**src/rtl/trigger_accum_n.sv**
```systemverilog
// Per-bunch-crossing trigger accumulator: gathers deduplicated channel hits over
// one 8-phase BC framed by mt_cou, then registers tt/ta/tcm_req, the in-window
// multiplicity and the amplitude sum at the BC boundary (mt_cou == 7).
module trigger_accum_n #(
   parameter int unsigned NCH = 12,
   parameter int unsigned TW  = 12,
   parameter int unsigned AW  = 12,
   parameter int unsigned CW  = $clog2(NCH + 1),
   parameter int unsigned SW  = AW + CW
) (
   input  logic               clk320,
   input  logic               rst,
   input  logic [2:0]         mt_cou,
   input  logic [NCH-1:0]     CH_trigt,
   input  logic [NCH*TW-1:0]  CH_time,
   input  logic [NCH*AW-1:0]  CH_ampl,
   input  logic [NCH-1:0]     ch_mask,
   input  logic [TW-1:0]      t_lo,
   input  logic [TW-1:0]      t_hi,
   input  logic [CW-1:0]      mult_thr,
   input  logic [SW-1:0]      amp_thr,
   output logic               tt,
   output logic               ta,
   output logic               tcm_req,
   output logic [CW-1:0]      mult,
   output logic [SW-1:0]      ampl_sum
);

   typedef enum logic {
      ST_SYNC = 1'b0,
      ST_RUN  = 1'b1
   } state_t;

   state_t          state_q, state_d;
   logic [NCH-1:0]  seen_q, seen_d;
   logic [CW-1:0]   acc_win_q, acc_win_d;
   logic [CW-1:0]   acc_hit_q, acc_hit_d;
   logic [SW-1:0]   acc_amp_q, acc_amp_d;
   logic            tt_q, tt_d;
   logic            ta_q, ta_d;
   logic            tcm_q, tcm_d;
   logic [CW-1:0]   mult_q, mult_d;
   logic [SW-1:0]   sum_q, sum_d;

   logic [NCH-1:0]  accept_c;
   logic [CW-1:0]   win_next_c;
   logic [CW-1:0]   hit_next_c;
   logic [SW-1:0]   amp_next_c;
   logic            boundary_c;

   assign boundary_c = (mt_cou == 3'd7);

   // Accumulator values including this cycle's first-strobe, unmasked hits
   always_comb begin
      accept_c   = '0;
      win_next_c = acc_win_q;
      hit_next_c = acc_hit_q;
      amp_next_c = acc_amp_q;
      for (int unsigned i = 0; i < NCH; i++) begin
         accept_c[i] = CH_trigt[i] & ch_mask[i] & ~seen_q[i];
         if (accept_c[i]) begin
            hit_next_c = hit_next_c + CW'(1);
            amp_next_c = amp_next_c + SW'(CH_ampl[i*AW +: AW]);
            if (($signed(CH_time[i*TW +: TW]) >= $signed(t_lo)) &&
                ($signed(CH_time[i*TW +: TW]) <= $signed(t_hi))) begin
               win_next_c = win_next_c + CW'(1);
            end
         end
      end
   end

   // Next state: SYNC discards the partial first BC, RUN publishes at each boundary
   always_comb begin
      state_d   = state_q;
      seen_d    = seen_q | accept_c;
      acc_win_d = win_next_c;
      acc_hit_d = hit_next_c;
      acc_amp_d = amp_next_c;
      tt_d      = tt_q;
      ta_d      = ta_q;
      tcm_d     = tcm_q;
      mult_d    = mult_q;
      sum_d     = sum_q;
      case (state_q)
         ST_SYNC: begin
            seen_d    = '0;
            acc_win_d = '0;
            acc_hit_d = '0;
            acc_amp_d = '0;
            if (boundary_c) begin
               state_d = ST_RUN;
            end
         end
         ST_RUN: begin
            if (boundary_c) begin
               mult_d    = win_next_c;
               sum_d     = amp_next_c;
               tt_d      = (win_next_c >= mult_thr) && (win_next_c != '0);
               ta_d      = (amp_next_c >= amp_thr);
               tcm_d     = (hit_next_c != '0);
               seen_d    = '0;
               acc_win_d = '0;
               acc_hit_d = '0;
               acc_amp_d = '0;
            end
         end
         default: begin
            state_d = ST_SYNC;
         end
      endcase
   end

   // State, accumulators and published results
   always_ff @(posedge clk320 or posedge rst) begin
      if (rst) begin
         state_q   <= ST_SYNC;
         seen_q    <= '0;
         acc_win_q <= '0;
         acc_hit_q <= '0;
         acc_amp_q <= '0;
         tt_q      <= 1'b0;
         ta_q      <= 1'b0;
         tcm_q     <= 1'b0;
         mult_q    <= '0;
         sum_q     <= '0;
      end else begin
         state_q   <= state_d;
         seen_q    <= seen_d;
         acc_win_q <= acc_win_d;
         acc_hit_q <= acc_hit_d;
         acc_amp_q <= acc_amp_d;
         tt_q      <= tt_d;
         ta_q      <= ta_d;
         tcm_q     <= tcm_d;
         mult_q    <= mult_d;
         sum_q     <= sum_d;
      end
   end

   assign tt       = tt_q;
   assign ta       = ta_q;
   assign tcm_req  = tcm_q;
   assign mult     = mult_q;
   assign ampl_sum = sum_q;

endmodule
```
**config.mk**
```make
export PLATFORM = sky130hd
export DESIGN_NAME = trigger_accum_n
export DESIGN_NICKNAME = d
export VERILOG_FILES = /design/src/rtl/trigger_accum_n.sv
export SDC_FILE = /design/constraint.sdc
export NUM_CORES = 1
export LEC_CHECK = 0
export CAP_MARGIN = 20
export CORE_MARGIN = 8
export CORE_UTILIZATION = 49
export CTS_CLUSTER_DIAMETER = 80
export DETAILED_ROUTE_END_ITERATION = 8
export GPL_TIMING_DRIVEN = 0
export PLACE_DENSITY = 0.81
export SKIP_LAST_GASP = 1
export SYNTH_ARGS = -nofsm -noshare
export SYNTH_HDL_FRONTEND = slang
export SYNTH_SLANG_ARGS = --single-unit
```
**constraint.sdc**
```tcl
create_clock -name clk320 -period 15.5 [get_ports clk320]
set_input_delay 2.325 -clock clk320 [delete_from_list [all_inputs] [get_ports clk320]]
set_output_delay 2.325 -clock clk320 [all_outputs]
set_load 0.01 [all_outputs]
```
* Yosys cells after proc, flatten, opt, wreduce, memory -nomap -nowiden
Cells that the tools add are included.
** Word-level totals
- Flip-flop bits (word level) :: 60
- Bits of input ports :: 361
- Output and inout port bits :: 23
- Word-level logic and storage cells :: 185
** Operators by class
- $add $sub $neg :: 36
- Magnitude comparators :: 26
- Eq/ne operators :: 1
- Muxes and demuxes :: 58
- Bitwise operators :: 38
- Reduce and logical (&&, ||, !) cells :: 16
** Operators with widths (count)
- 2-to-1 mux 16 bit :: 13
- adder 16 x 12 -> 16 bit :: 12
- 2-to-1 mux 4 bit :: 38
- >= comparator 12 bit :: 12
- less-or-equal comparator 12 bit :: 12
- adder 4 x 1 -> 4 bit (second input constant) :: 24
- one-hot mux 16 bit (2 select lines) :: 1
- bitwise AND 1 bit :: 24
- one-hot mux 12 bit (2 select lines) :: 1
- >= comparator 16 bit :: 1
- one-hot mux 4 bit (2 select lines) :: 2
- logical AND 1 bit :: 13
- NOT 1 bit :: 13
- 2-to-1 mux 12 bit :: 1
- bitwise OR 12 bit :: 1
- nonzero test 4 bit :: 2
- >= comparator 4 bit :: 1
- equality test 3 bit (second input constant) :: 1
- 2-to-1 mux 1 bit :: 2
- AND reduction 2 bit :: 1

* Depth between registers and ports, before layout
Gate-level depths: netlist of the first run.
- Depth in word-level cells :: 39
- Mapped depth :: 81
- Depth with buffers taken out :: 80

* Least setup slack after synthesis of the first run
Ideal clock, no wire load.
- Path kind :: in2reg
- Start :: input CH_ampl[0]
- End :: register ta_q (netlist: ta)
- Setup time :: 0.126 ns
- Data arrival time :: 15.651 ns
- Data required time :: 15.374 ns
- Slack :: -0.277 ns
- Stages on the path :: 71
- Path buffers :: 0
- Path through :: ha_1 > fa_1 > a211oi_2 > o21ai_0 > o21ai_0 > ha_1 > a21oi_1 > o21ai_0 > xor2_1 > nor2_1 > nor2_1 > ha_1 > a21oi_1 > a21boi_1 > or3_1 > nand2_1 > ha_1 > a21oi_1 > (+35 left out) > o21a_1 > o31a_1 > a211oi_1 > a31o_2 > ha_1 > nor3_1 > a2111oi_0 > nand2_1 > nand2_1 > o21ai_0 > mux2_2 > o2bb2a_4 > xnor2_2 > inv_1 > ha_1 > or3_1 > o21ai_0 > a21oi_1
** Between the ends
- Word-level cells in the longest chain between the ends :: 25
** Ends and longest elaborated chain
- start, declared :: line 16 : input logic [NCH*AW-1:0] CH_ampl,
- adder 16 x 12 -> 16 bit * :: line 63 : amp_next_c = amp_next_c + SW'(CH_ampl[i*AW +: AW]);
- 2-to-1 mux 16 bit * :: line 61 : if (accept_c[i]) begin
- adder 16 x 12 -> 16 bit :: line 63
- 2-to-1 mux 16 bit * :: line 61
- adder 16 x 12 -> 16 bit :: line 63
- 2-to-1 mux 16 bit * :: line 61
- adder 16 x 12 -> 16 bit :: line 63
- 2-to-1 mux 16 bit * :: line 61
- (+10 left out)
- adder 16 x 12 -> 16 bit :: line 63
- 2-to-1 mux 16 bit * :: line 61
- adder 16 x 12 -> 16 bit :: line 63
- 2-to-1 mux 16 bit * :: line 61
- adder 16 x 12 -> 16 bit :: line 63
- 2-to-1 mux 16 bit * :: line 61
- named net amp_next_c[15] :: line 48 : logic [SW-1:0] amp_next_c;
- >= comparator 16 bit * :: line 99 : ta_d = (amp_next_c >= amp_thr);
- end signal, assigned :: line 133 : ta_q <= ta_d;
- end, declared :: line 40 : logic ta_q, ta_d;
Mark *: on every way through the listed nets, which the timed path passes. The rest lies on a longest branch.
A chain may end at the register's enable or synchronous reset.

* Worst setup path after layout of the first run
Same ends and word-level chain as after synthesis.

==> results.yml, run 1 <==
grt:
  antenna_found_initial: 7
  grt_first_pass_wirelength_um: 117400
  grt_max_degree: 34
  gr-usage-all-layers_pct: 30.84
  gr-total-overflow: 0
  grt_pass1_vias: 21890
worst_setup_path:
  start_kind: "primary input"
  crit_path_top_delay_cell: "o31ai_1"
  criticalPathCategory: "in -> reg"
  slowest_delay_ns: 0.53
  end_kind: "flip-flop"
  path_max_fanout: 5
  required_ns: 15.72
  cp.depth: 79
  worstPathArrival_ns: 16.68
  crit_family: "compound AO/OA/AOI/OAI gates"
  crit_top_cell: "buf_4"
  reg2reg_depth: 78
  crit_buf_inv: 16
timing:
  drv_slew: 0
  hold_viol_final: 0
  timing.hold.ws_ns: 0.4881
  worst_pin_slew_ns: 0.9837
  setup_viol: 5
  period_minus_slack_ns: 16.46
  timing.fmax_mhz: 60.76
  period_share_pct: 106.2
  fin_tns_setup_ns: -1.675
  layout_setup_ws_ns: -0.9584
  max_slew_margin_pct: 34.18
  rsz0062_at_grt: "true"
  skew_ns: 0.009654
cts:
  cts_made_buffers: 9
  cts_htree_levels: 3
  tritoncts: "built"
  clock_path_buffers: 2
  clockRootBuffer: "clkbuf_16"
  cts_sinks: 60
  clk_latency_ns: 0.34
  cts_hold_buf: 0
  cts.clk_slew.worst_paths_ns: 0.06
yosys:
  yosys-top-cells-area: "ha_1 (30%), dfrtp_1 (7.5%), xnor2_1 (5.3%), a21oi_1 (4.3%), nor2_1 (3.7%)"
  synth_area_per_cell_um2: 7.941
  synth_top_cell_area_share_pct: 30.12
  synth-seq-cells: 60
  synth_cells: 2511
  yosysWarnings: 0
  syn-num-nets: 3364
  synthArstFlopShare_pct: 100.0
  yosysTopAreaCell: "ha_1"
  syn-cell-area_mm2: 0.01994
  synth_edf_count: 0
  yosysSeqAreaShare_pct: 7.530
  yosys.cell_types.count: 97
  synthFlopType: "dfrtp_1"
run:
  maxCapViolCount: 0
final_layout:
  regArea_mm2: 0.001501
  fin_nets: 3902
  area_growth_pct: 37.86
  stdcell_count: 3591
  num-fill-cells: 3060
  multi_input_area_mm2: 0.01918
  drive_above_1_share_pct: 15.98
placement:
  dp_cells: 3427
  gp_congestion: 0.9748
  pre_cts_slack_ns: -2.708
  hpwlAfterDp_um: 60160
  portBuffers: 383
floorplan:
  ios: 384
  initial_core_util_pct: 49.28
  die_y_um: 217.7
  num_rows: 74
  core_mm2: 0.04046
  dieArea_mm2: 0.04741
  die_w_um: 217.7
drt:
  dr.pass1.iters: 5
  vias: 22240
  drt_iter0_markers: 1774
  drc_errors: 0
  ant_nets: 0
  vias_per_cell: 6.192
  routed_wl_um: 79770
  wl_per_cell_um: 22.21
power_and_ir_drop:
  vdd_ir_drop_max_v: 0.0001316
  p_leak_nw: 12.38
  powerDensity_mw_per_mm2: 189.9
run_status:
  status: "finished with violations"
  violations: "setup timing"
hold_path:
  whs_path_depth: 2
  hold_path_class: "reg -> reg"
registers in the layout, indices dropped and copies added (netlist names):
name / count
seen_q: 12
tt: 1
ta: 1
ampl_sum: 16
acc_amp_q: 16
mult: 4
state_q: 1
tcm_req: 1
acc_hit_q: 4
acc_win_q: 4
metal layers:
metal  track usage (%)  vias to the layer above  part of all wire [%]
li1                  -                    10380                     -
met2             52.36                     1089                    47
met1             38.41                    10490                    41
met5                 0                        -                 0.030
met4             13.55                        4                   4.9
met3             4.452                      281                   7.2
layout make-up:
type                            count  share of cell area (%)
Timing Repair Buffer              528                   17.97
Buffer                             45                  0.7282
Sequential cell                    60                   5.462
Clock inverter                      6                  0.2549
Antenna cell                        5                 0.04551
Tap cell                          532                   2.421
Clock buffer                       10                  0.8693
Inverter                          181                   2.471
Multi-Input combinational cell   2224                   69.77
synthesized netlist by cell type, drive strengths merged (19+ instances only):
cell type / number
ha: 480
a31oi: 30
nor2b: 59
o211ai: 20
xor2: 51
inv: 181
xnor2: 138
a21o: 94
dfrtp: 60
nand2: 188
o21a: 65
nor2: 194
nand4: 42
o31ai: 27
o21ai: 160
clkbuf: 36
nor3: 52
nand2b: 33
mux2i: 19
nand3: 43
mux2: 52
a211oi: 33
a21oi: 173
power breakdown:
| part | switching (W) | internal, W | total [W] |
|---|---|---|---|
| sequential | 0.0000592 | 0.000223 | 0.000283 |
| clock | 0.0000840 | 0.000130 | 0.000214 |
| combinational | 0.00246 | 0.00226 | 0.00472 |
kinds of logic (layout without fill, tap and decap cells):
family,after synthesis,after routing,synth area share [%]
AOI/OAI and AO/OA,750,750,25.18
and+or+nand+nor,712,712,17.48
adders and majority gates,496,496,31.54
buffers and inverters,227,770,4.317
xor gates and xnor gates,195,195,10.06
muxes,71,71,3.890
DFF,60,60,7.530
other,0,5,0
worst paths after layout:
kind / start / to / slack (ns)
max: CH_ampl[0] / ta / -0.96
min: ampl_sum[12] / ampl_sum[12] / 0.49
max reg2reg: acc_amp_q[0] / ta / 0.67
min in group asynchronous: rst / ampl_sum[1] / 2.42
max in group asynchronous: rst / seen_q[6] / 12.43
min reg2reg: ampl_sum[12] / ampl_sum[12] / 0.49
cell usage in the layout, fill, tap and decap left out, types with 16 or more instances in the layout:
master / synthesis / final
and3_1: 17 / 16
o21ai_0: 144 / 111
nor2_1: 194 / 185
inv_1: 181 / 178
xor2_1: 49 / 43
a21oi_1: 172 / 146
a31oi_1: 30 / 18
ha_4: 0 / 54
nand3_1: 43 / 42
o211ai_1: 20 / 20
o31ai_1: 27 / 25
nor3_1: 52 / 45
mux2_2: 52 / 48
a21oi_2: 1 / 21
nand2_1: 188 / 181
clkbuf_1: 36 / 31
nor2b_1: 59 / 53
o21ai_2: 1 / 19
clkdlybuf4s50_1: 0 / 377
ha_1: 480 / 422
nand4_1: 42 / 42
dfrtp_1: 60 / 60
o21ai_1: 15 / 27
nand2b_1: 33 / 33
xnor2_1: 121 / 117
o21a_1: 65 / 64
buf_4: 2 / 141
a211oi_1: 32 / 20
a21o_1: 94 / 94
repair_timing:
action                     CTS  global route
buffers inserted           116            28
pin swaps                   91            96
setup endpoints to repair   17            13
gates cloned                 1             0
resized for setup          207           101
worst register-to-register path: cells and delay by family (launching register included):
family / cells / cell delay, ns
compound gates: 28 / 5.34
fa+ha+maj: 13 / 3.71
xor+xnor: 5 / 0.77
mux: 1 / 0.33
flops: 1 / 0.42
simple gates: 16 / 2.19
buf+inv: 15 / 1.94
stage by stage:
stage	total power, W	area [µm²]	utilization, %
5_1_grt	0.005589	27490	67.94
3_5_place_dp	0.003814	24470	60.48
2_1_floorplan	0.002950	19950	-
6_report	0.005220	27490	67.94
4_1_cts	0.004706	26740	66.08
3_3_place_gp	0.003664	24450	60.43
Power figures use the tool's default switching activity.
==> inputs of run 2 (changes only) <==
Settings changed: REMOVE_ABC_BUFFERS from default to 1.
==> run 2 against run 1 <==
  * The run still ends with setup timing left
  * Highest routed layer unchanged
  * Largest cell class unchanged
  * Count of clock-buffer cells in the layout is 1 higher
  * Global-route usage decreased by 0.61 points
  * Core utilization is 0.20 points lower
  * Flip-flop and latch count stayed put
  * Power increased by 0.54%
==> results.yml, run 2 (same netlist as run 1, synthesis figures left out) <==
run_status:
  status: "finished with violations"
  violations: "setup timing"
hold_path:
  min_from: "mult[1]"
  hold_path_class: "reg -> reg"
  min_to: "mult[1]"
  whs_path_depth: 2
worst_setup_path:
  regToRegSetupSlack_ns: 0.70
  required_ns: 15.73
  end_kind: "flip-flop"
  crit_buf_inv: 12
  crit_family: "compound AO/OA/AOI/OAI gates"
  crit_path_top_delay_cell: "a2111o_1"
  crit_top_cell: "ha_4"
  worst_r2r_endpoint: "ta"
  worstPathArrival_ns: 16.63
  path_max_fanout: 6
  crit-reg2reg-launch: "acc_amp_q[0]"
  criticalPathCategory: "in -> reg"
  start_kind: "primary input"
  reg2reg_depth: 76
  slowest_delay_ns: 0.44
floorplan:
  die_y_um: 217.7
  num_rows: 74
  core_mm2: 0.04046
  die_w_um: 217.7
  dieArea_mm2: 0.04741
  ios: 384
  initial_core_util_pct: 49.28
timing:
  drv_slew: 0
  timing.fmax_mhz: 60.98
  rsz0062_at_grt: "true"
  setup_viol: 7
  skew_ns: 0.01540
  layout_setup_ws_ns: -0.8978
  period_minus_slack_ns: 16.40
  period_share_pct: 105.8
  timing.hold.ws_ns: 0.4877
  worst_pin_slew_ns: 1.386
  hold_viol_final: 0
  max_slew_margin_pct: 7.285
final_layout:
  area_growth_pct: 37.45
  final_common_cell: "ha_1"
  drive_above_1_share_pct: 16.18
  fin_util_pct: 67.74
  fin_area_mm2: 0.02741
  mostFrequentLayoutCells: "ha_1 (424), clkdlybuf4s50_1 (378), nor2_1 (187)"
  fin_nets: 3865
power_and_ir_drop:
  powerDensity_mw_per_mm2: 191.5
  p_leak_nw: 12.36
  p_total_w: 0.005248
  vdd_ir_drop_max_v: 0.0001165
drt:
  dr.pass1.iters: 5
  ant_nets: 0
  vias_per_cell: 6.241
  drt_iter0_markers: 1920
  routed_wl_um: 79730
  vias: 22220
  drc_errors: 0
  wl_per_cell_um: 22.39
cts:
  cts_sinks: 60
  clockRootBuffer: "clkbuf_16"
  clk_latency_ns: 0.35
  cts_hold_buf: 0
  cts_made_buffers: 9
  clock_path_buffers: 2
  tritoncts: "built"
  cts_htree_levels: 3
  cts.clk_slew.worst_paths_ns: 0.06
grt:
  gr-total-overflow: 0
  grt_pass1_vias: 21910
  grt_max_degree: 37
  grt_util_met3_pct: 5.243
  gr-usage-all-layers_pct: 30.23
  met2_usage_pct: 50.94
  grt-busiest-layer: "met2"
  met1_usage_pct: 37.43
  antenna_found_initial: 15
  grt_first_pass_wirelength_um: 115600
run:
  maxCapViolCount: 0
placement:
  post_dp_cell_area_mm2: 0.02435
  hpwlAfterDp_um: 57800
  portBuffers: 383
  pre_cts_slack_ns: -3.198
  gp_congestion: 0.9546
-- run 2: how the worst max path moves through the flow --
stage | end | slack (ns) | cells after the start | from
floorplan | ta | -0.33 | 71 | CH_ampl[0]
global placement | ta | -2.78 | 71 | CH_trigt[0]
detailed placement | ta | -3.20 | 71 | ch_mask[0]
CTS | ta | -0.25 | 78 | CH_ampl[0]
global route | ta | -1.33 | 79 | CH_ampl[0]
finish | ta | -0.90 | 77 | CH_ampl[0]
-- run 2: layer usage --
metal | part of all wire (%) | vias to the layer above | wire, µm
met5 | 0.051 | - | 41
met4 | 5.2 | 6 | 4165
met3 | 8.2 | 320 | 6517
met2 | 46 | 1174 | 36770
met1 | 40 | 10420 | 32240
li1 | - | 10310 | -
-- run 2: worst min-delay path, stage by stage, from the launching register on --
cell     delay (ns)
dfrtp_1        0.34
nand2_1        0.05
o21ai_0        0.06
-- run 2: where the power goes --
| group | total, W | internal, W | switching, W |
|---|---|---|---|
| registers | 0.000278 | 0.000224 | 0.0000541 |
| clock network | 0.000232 | 0.000146 | 0.0000858 |
| logic | 0.00474 | 0.00224 | 0.00250 |
| total | 0.00525 | 0.00261 | 0.00264 |
-- run 2: what timing repair did --
item                                    in CTS  in global routing
gates resized for setup                    196                114
buffers inserted                           110                 34
gates cloned                                 1                  0
pin swaps                                   94                110
endpoints found under the setup margin      17                 15
-- run 2: cell type report --
type	instances	area, µm²
diodes	12	30.03
clock buffers	11	242.7
clock inverters	5	85.08
fillers	3066	13050
inverters	181	679.4
multi-input cells	2225	19180
flip-flops and latches	60	1501
well taps	532	665.6
repair buffers	535	5027
-- run 2: stage by stage --
step,setup TNS (ns),std cells
floorplan,-0.3262,2465
global placement,-21.71,3380
detailed placement,-27.15,3386
CTS,-0.2525,3513
global route,-5.683,3560
finish,-2.056,3561
==> inputs of run 3 (changes only) <==
Settings changed: PLACE_DENSITY 0.81 to 0.86.
==> run 3 against run 2 <==
  * The flow still finishes with violations (setup timing)
  * First-iteration DRC count is 12% higher
  * Critical endpoint unchanged
  * Global-route usage is 1.1 points higher
  * Sequential power hardly changed
==> results.yml, run 3 (same netlist as run 1, synthesis figures left out) <==
grt:
  grt_max_degree: 61
  gr-total-overflow: 0
  grt_first_pass_wirelength_um: 119400
  antenna_found_initial: 15
  gr-usage-all-layers_pct: 31.32
  grt_pass1_vias: 22540
timing:
  skew_ns: 0.02257
  worst_pin_slew_ns: 1.200
  layout_setup_ws_ns: -1.141
  setup_viol: 7
  hold_viol_final: 0
  period_share_pct: 107.4
  period_minus_slack_ns: 16.64
  timing.hold.ws_ns: 0.4937
  drv_slew: 0
  rsz0062_at_grt: "true"
  max_slew_margin_pct: 20.01
  timing.fmax_mhz: 60.09
power_and_ir_drop:
  vdd_ir_drop_max_v: 0.0001319
  p_leak_nw: 12.37
  powerDensity_mw_per_mm2: 192.6
final_layout:
  drive_above_1_share_pct: 16.95
  num-fill-cells: 2966
  regArea_mm2: 0.001501
  final_common_cell: "ha_1"
  stdcell_count: 3570
  multi_input_area_mm2: 0.01932
  fin_nets: 3874
  mostFrequentLayoutCells: "ha_1 (420), clkdlybuf4s50_1 (378), nor2_1 (182)"
  area_growth_pct: 38.16
placement:
  dp_cells: 3387
  gp_congestion: 0.9617
  portBuffers: 383
  pre_cts_slack_ns: -3.413
  hpwlAfterDp_um: 58530
cts:
  clk_latency_ns: 0.37
  cts_htree_levels: 3
  cts_hold_buf: 0
  clockRootBuffer: "clkbuf_16"
  cts_sinks: 60
  cts_made_buffers: 9
  cts.clk_slew.worst_paths_ns: 0.06
  clock_path_buffers: 2
  tritoncts: "built"
worst_setup_path:
  crit_path_top_delay_cell: "fa_2"
  required_ns: 15.72
  end_kind: "flip-flop"
  slowest_delay_ns: 0.42
  crit_buf_inv: 7
  path_max_fanout: 4
  criticalPathCategory: "in -> reg"
  worstPathArrival_ns: 16.86
  start_kind: "primary input"
  crit_top_cell: "ha_4"
  crit_family: "compound AO/OA/AOI/OAI gates"
drt:
  routed_wl_um: 83600
  wl_per_cell_um: 23.42
  drc_errors: 0
  vias: 23040
  drt_iter0_markers: 2155
  dr.pass1.iters: 8
  vias_per_cell: 6.453
  ant_nets: 0
floorplan:
  ios: 384
  num_rows: 74
  initial_core_util_pct: 49.28
  die_y_um: 217.7
  die_w_um: 217.7
  dieArea_mm2: 0.04741
  core_mm2: 0.04046
hold_path:
  hold_path_class: "reg -> reg"
run_status:
  violations: "setup timing"
  status: "finished with violations"
run:
  maxCapViolCount: 0
run 3: repair_timing:
item / CTS / global route
buffers inserted: 106 / 47
setup endpoints to repair: 19 / 15
gates resized for setup: 211 / 126
cloned: 1 / 0
pin swaps: 110 / 111
run 3: report_power, final:
part           internal [W]  switching, W  total, W  leakage [nW]
Sequential         0.000223     0.0000576  0.000281         0.717
Clock              0.000109     0.0000958  0.000205         0.132
Combinational       0.00227       0.00255   0.00482          11.5
run 3: worst reg2reg max path, delay by kind of cell, from the launching register on:
family                   cells  cell delay (ns)
AO/OA/AOI/OAI               23             4.64
multiplexers                 3             0.85
adder cells (fa/ha/maj)     14             3.89
flip-flops                   1             0.45
buffers and inverters        6             0.68
XOR/XNOR                     8             1.42
AND/OR/NAND/NOR             21             2.98
run 3: path summary, 6_finish.rpt:
path	from	end	slack (ns)	cells after the start
worst min register to register	mult[3]	mult[3]	0.49	2
worst max register to register	acc_amp_q[0]	ta	0.43	75
worst min-delay path	mult[3]	mult[3]	0.49	2
min in group asynchronous	rst	ampl_sum[8]	2.52	2
worst max-delay path	CH_ampl[0]	ta	-1.14	76
max in group asynchronous	rst	acc_win_q[0]	12.39	2
run 3: through the flow:
stage / total power [W] / TNS [ns] / cell area, µm² / util (%)
final: 0.005305 / -4.087 / 27550 / 68.09
after global routing: 0.005647 / -7.026 / 27540 / 68.07
after CTS: 0.004603 / -0.1912 / 26520 / 65.55
after detailed placement: 0.003784 / -30.31 / 24330 / 60.13
after global placement: 0.003605 / -23.75 / 24260 / 59.95
after floorplan: 0.002941 / -0.3262 / 19760 / -
run 3: per-layer routing:
layer / vias to the layer above / global-route usage [%] / share of wire, %
li1: 10330 / - / -
met1: 10800 / 37.72 / 39
met2: 1415 / 52.82 / 46
met3: 484 / 5.798 / 8.2
met4: 8 / 15.90 / 6.3
met5: - / 0 / 0.066
run 3: final cells by class:
cell class,count,share of cell area [%]
inverter,181,2.475
clock inverter,7,0.1862
sequential,60,5.450
clock buffer,9,0.8175
antenna,12,0.1090
tap,532,2.416
multi-input combinational,2225,70.15
timing repair buffer,544,18.40
